$ cat src/rtl/mem_arbiter.sv
// Two-requester memory arbiter: data accesses take priority over instruction fetch.
// Optional access timeout is compiled in when ARB_TIMEOUT_EN is defined.
module mem_arbiter (
    input  logic        clk,
    input  logic        rst,
    input  logic        if_req,
    input  logic [31:0] if_addr,
    input  logic        d_req,
    input  logic        d_we,
    input  logic [31:0] d_addr,
    input  logic [31:0] d_wdata,
    output logic        if_ack,
    output logic        d_ack,
    output logic [31:0] rdata,
    output logic        mem_en,
    output logic        mem_we,
    output logic [31:0] mem_addr,
    output logic [31:0] mem_wdata,
    input  logic [31:0] mem_rdata,
    input  logic        mem_ready,
    output logic        busy,
    output logic        err
);

    typedef enum logic [1:0] {StIdle, StBusyI, StBusyD, StDone} state_e;

    state_e state_q;
    logic   in_busy;
    logic   tmo_hit;

    assign in_busy = (state_q == StBusyI) || (state_q == StBusyD);

`ifdef ARB_TIMEOUT_EN
    logic [3:0] tmo_cnt_q;

    // Counter is zero on every BUSY entry because it is held clear while idle.
    always_ff @(posedge clk) begin
        if (rst) begin
            tmo_cnt_q <= 4'd0;
        end else if (state_q == StIdle) begin
            tmo_cnt_q <= 4'd0;
        end else if (in_busy && !mem_ready) begin
            tmo_cnt_q <= tmo_cnt_q + 4'd1;
        end
    end

    assign tmo_hit = in_busy && (tmo_cnt_q == 4'd15) && !mem_ready;
`else
    assign tmo_hit = 1'b0;
`endif

    always_ff @(posedge clk) begin
        if (rst) begin
            state_q   <= StIdle;
            if_ack    <= 1'b0;
            d_ack     <= 1'b0;
            rdata     <= 32'd0;
            mem_en    <= 1'b0;
            mem_we    <= 1'b0;
            mem_addr  <= 32'd0;
            mem_wdata <= 32'd0;
            busy      <= 1'b0;
            err       <= 1'b0;
        end else begin
            if_ack <= 1'b0;
            d_ack  <= 1'b0;
            err    <= 1'b0;
            unique case (state_q)
                StIdle: begin
                    if (d_req) begin
                        state_q   <= StBusyD;
                        mem_en    <= 1'b1;
                        mem_we    <= d_we;
                        mem_addr  <= d_addr;
                        mem_wdata <= d_wdata;
                        busy      <= 1'b1;
                    end else if (if_req) begin
                        state_q   <= StBusyI;
                        mem_en    <= 1'b1;
                        mem_we    <= 1'b0;
                        mem_addr  <= if_addr;
                        mem_wdata <= 32'd0;
                        busy      <= 1'b1;
                    end
                end
                StBusyI, StBusyD: begin
                    // Address and write data stay latched; requester inputs are ignored here.
                    if (mem_ready || tmo_hit) begin
                        state_q <= StDone;
                        mem_en  <= 1'b0;
                        mem_we  <= 1'b0;
                        rdata   <= (mem_we || tmo_hit) ? 32'd0 : mem_rdata;
                        if_ack  <= (state_q == StBusyI);
                        d_ack   <= (state_q == StBusyD);
                        err     <= tmo_hit;
                    end
                end
                StDone: begin
                    state_q <= StIdle;
                    busy    <= 1'b0;
                end
                default: begin
                    state_q <= StIdle;
                    mem_en  <= 1'b0;
                    busy    <= 1'b0;
                end
            endcase
        end
    end

endmodule

$ cat config.mk
export PLATFORM = sky130hd
export DESIGN_NAME = mem_arbiter
export DESIGN_NICKNAME = d
export VERILOG_FILES = /design/src/rtl/mem_arbiter.sv
export SDC_FILE = /design/constraint.sdc
export NUM_CORES = 1
export LEC_CHECK = 0
export CORE_AREA = 2 2 110 112
export CTS_BUF_LIST = sky130_fd_sc_hd__clkbuf_8
export DETAILED_ROUTE_END_ITERATION = 8
export DIE_AREA = 0 0 112 114
export GPL_ROUTABILITY_DRIVEN = 0
export PLACE_DENSITY_LB_ADDON = 0.12
export SYNTH_ARGS = -nofsm -noshare
export SYNTH_HDL_FRONTEND = slang
export SYNTH_SLANG_ARGS = --single-unit
$ cat constraint.sdc
create_clock -name clk -period 1.45 [get_ports clk]
set_input_delay 0.2175 -clock clk [delete_from_list [all_inputs] [get_ports clk]]
set_output_delay 0.2175 -clock clk [all_outputs]
set_load 0.02 [all_outputs]
== After elaboration in Yosys (flattened, before gate mapping) ==
Cells that the tools add are included.
Word-level totals
  register bits after elaboration: 103
  input bits: 134
  output and inout bits: 102
  word-level logic and storage cells: 44
Cells by class
  equal/unequal tests: 5
  muxes and demuxes: 17
  bitwise logic cells: 2
  reductions and logical operators: 11
Operators by type and width (count)
  32-bit 2-to-1 mux: 5
  2-bit AND reduction: 4
  2-bit 2-to-1 mux: 3
  1-bit case mux with 2 select lines: 3
  2-bit case mux with 3 select lines: 1
  2-bit nonzero test: 3
  1-bit 2-to-1 mux: 5
  2-bit equality test (second input constant): 2
  3-bit != test (second input constant): 1
  3-bit AND reduction: 1
  3-bit OR reduction: 1
  2-bit by 1-bit equality test with 1-bit output (second input constant): 1
  2-bit zero test: 1
  2-bit != test (second input constant): 1
  1-bit inverter: 2
  2-bit OR reduction: 1

== Logic depth before layout (Yosys ltp) ==
  depth in word-level cells: 4
  depth in mapped cells: 7
  depth with buffers taken out: 5

== Worst setup path before layout ==
Ideal clock, no wire load.
  kind: register to register
  from: register state_q[0]
  to: register rdata[0]
  library setup time: 0.059 ns
  arrival time: 1.407 ns
  data required time: 1.391 ns
  setup slack: -0.016 ns
  cell stages (with the launch flop): 7
  path buffers: 1
  period minus slack after synthesis: 1.466 ns
  path through: dfxtp_1 -> inv_1 -> ha_1 -> nand2_1 -> nor3_2 -> buf_4 -> a22o_1
On the way
  longest elaborated chain between the ends: 3
  elaborated cells between the ends (all ways): 4
  those cells by class: eq/ne: 2; reduce/logical: 2
Ends and longest elaborated chain
  start, declared: RTL line 27  | state_e state_q;
  start signal, assigned: RTL line 54  | state_q <= StIdle;
  start signal, assigned: RTL line 71  | state_q <= StBusyD;
  start signal, assigned: RTL line 78  | state_q <= StBusyI;
  2-bit by 1-bit equality test with 1-bit output / 2-bit equality test (equally long branches): RTL line 68  | unique case (state_q)
  2-bit OR reduction (*): RTL line 68
  2-bit AND reduction (no line) (*)
  end signal, assigned: RTL line 92  | rdata <= (mem_we || tmo_hit) ? 32'd0 : mem_rdata;
  end, declared: RTL line 14  | output logic [31:0] rdata,
Every way passes the cells marked *; elsewhere a longest branch is shown, timed or not.
A chain may end at the register's enable or synchronous reset.

== Worst setup path in the final report ==
  from: register state_q[0]
  to: register rdata[6]
Same word-level chain as after synthesis.

==> impl_metrics.tcl <==
set metrics [dict create \
    status "completed" \
    r2r-start "state_q[0]" \
    criticalPathCategory "reg -> reg" \
    routedWlPerCell_um 15.0 \
    ctsHtreeMaxLevel 3 \
    crit_family "buffers and inverters" \
    num_rows 40 \
    die_x_um 112 \
    layout-drive-gt1-share_pct 8.22 \
    synth_nets 506 \
    insertion_delay_ns 0.36 \
    grt_max_degree 51 \
    grt_usage_pct 17.4 \
    num_io_pins 236 \
    syn_inst 367 \
    overflow 0 \
    wirelength_um 11300 \
    dp_hpwl_um 8120 \
    tritoncts "done" \
    crit_path_end_kind "register" \
    synth_edf_count 0 \
    crit_path_cell_trace "inv_2, ha_4, buf_4, a21oi_2, buf_12, a22o_1" \
    period_needed_ns 1.37 \
    yosysWarnings 0 \
    yosysTopAreaCell "dfxtp_1" \
    drv_slew 0 \
    vias 3632 \
    grt_pass1_wl_um 17700 \
    ys.flop_type "dfxtp_1" \
    timing.critical_path.from "state_q[0]" \
    grt_pass1_vias 3581 \
    syn_to_final_growth_pct 70.3 \
    rsz0062_at_grt "false" \
    dp_cells 738 \
    post-place-ws_ns -0.0357 \
    cts_sinks 103 \
    clk_path_buf_depth 2 \
    synth_async_sr_flop_share_pct 0 \
    max-cap-violations 0 \
    r2r_slack_ns 0.08 \
    cts_root_buf "clkbuf_8" \
    core-area_sq_um 11700 \
    path_buf_inv 3 \
    synth_top_area_share_pct 53.5 \
    fin_util_pct 56.0 \
    cts_buffers 9 \
    die_h_um 114 \
    yosysMostFrequentCell "dfxtp_1" \
    seq_area_frac_synth_pct 53.5 \
    synth.area.top_cells "dfxtp_1 (54%), mux2i_1 (8.3%), a22o_1 (7.3%), a211oi_1 (6.4%), nor2_1 (6.4%)" \
    drt_iter0_drc 164 \
    dpl_cell_area_sq_um 6430 \
    cts_hold_buf 0 \
    clock_skew_ns 0.00813 \
    n_antenna_cell 0 \
    nets 745 \
    finalSetupViolCount 0 \
    cp_slowest_stage_delay_ns 0.34 \
    ant_nets 0 \
    vdd_drop_max_uv 878 \
    postSynthAreaPerCell_sq_um 10.5 \
    min_path_type "in -> reg" \
    fin_cells 755 \
    crit_path_start_kind "register" \
    cp.arrival_ns 1.68 \
    drcViolationCount 0 \
    finalHoldViolCount 0 \
    dieArea_sq_um 12800 \
    power_density_nw_per_um2 1630 \
    synth.distinct_cells 31 \
    max_freq_mhz 730 \
    cp.required_ns 1.76 \
    clk_pin_slew_worst_paths_ns 0.09 \
    cp_max_fo 32 \
    fin_crit_sh_pct 94.5 \
    syn_area_sq_um 3850 \
    worst_slack_ns 0.0803 \
    p_leak_uw 0.00302 \
    fin_area_sq_um 6560 \
    total_power_uw 10700 \
    first_pass_iters 4 \
    numPortBuffers 234 \
    start_util_pct 32.9 \
    vias_per_cell 4.81 \
    synth.top_cells.by_count "dfxtp_1 (103), nor2_1 (66), a211oi_1 (33)" \
    slowest_stage "dfxtp_2" \
    ys_seq_elements 103 \
    hp-start "d_req" \
    antenna_found_initial 0 \
]
## worst reg2reg max path, stage by stage, from the launching register on
cell	delay (ns)
dfxtp_2	0.34
inv_2	0.06
ha_4	0.25
buf_4	0.14
a21oi_2	0.16
buf_12	0.21
a22o_1	0.16
## power by group
part           switching, uW  leakage [uW]  internal (uW)
sequential               371      0.000847           3620
combinational           2790       0.00209           2360
clock                    889     0.0000827            632
total                   4050       0.00302           6610
## registers in the layout (all words and copies together), names as in the netlist
name	count
busy	1
mem_wdata	32
mem_we	1
d_ack	1
rdata	32
mem_addr	32
if_ack	1
mem_en	1
state_q	2
## cell families after synthesis
family	after synthesis	synth area share (%)
other cells	1	0.0973
mux	32	8.31
flops	103	53.5
fa+ha+maj	5	1.62
simple gates	81	8.90
buf+inv	36	5.49
compound gates	109	22.1
## area by class of cell
| class | count | area, sq um |
|---|---|---|
| Clock buffer | 10 | 138 |
| Clock inverter | 3 | 15.0 |
| Fill cell | 1081 | 5150 |
| Inverter | 3 | 11.3 |
| Multi-Input combinational cell | 228 | 1620 |
| Sequential cell | 103 | 2060 |
| Tap cell | 147 | 184 |
| Timing Repair Buffer | 261 | 2530 |
## layout by cell type, fill, tap and decap left out, types with 6 or more instances in the layout
cell,count
clkbuf_8,10
dfxtp_1,101
buf_4,15
buf_12,6
a211oi_1,33
nor2_1,66
a22oi_1,32
dlygate4sd2_1,101
a22o_1,32
mux2i_1,32
clkdlybuf4s50_1,131
## stage by stage
| step | hold slack, ns | TNS (ns) |
|---|---|---|
| after floorplan | 0.343 | 0 |
| after CTS | 0.224 | 0 |
| final | 0.252 | 0 |
| after global placement | 0.461 | -0.00141 |
| after detailed placement | 0.463 | -0.864 |
| after global routing | 0.268 | 0 |
## per-layer routing
layer | up-vias | GRT usage [%] | routed length [um]
met3 | 16 | 6.16 | 885
met4 | 0 | 7.80 | 245
met1 | 1672 | 20.1 | 4730
li1 | 1803 | - | -
met2 | 141 | 29.1 | 5440
met5 | - | 0 | 0
## path summary, 6_finish.rpt
check	cells after the start	to
setup / recovery	6	rdata[6]
setup reg to reg	6	rdata[6]
hold / removal	3	mem_we
hold reg to reg	1	rdata[29]
## repair_timing
item,4_1_cts,5_1_grt
gates cloned,1,2
setup endpoints to repair,151,52
setup buffers,0,1
resized for setup,104,13
pin swaps,0,1
No activity file was read; power rests on OpenSTA's default activity.
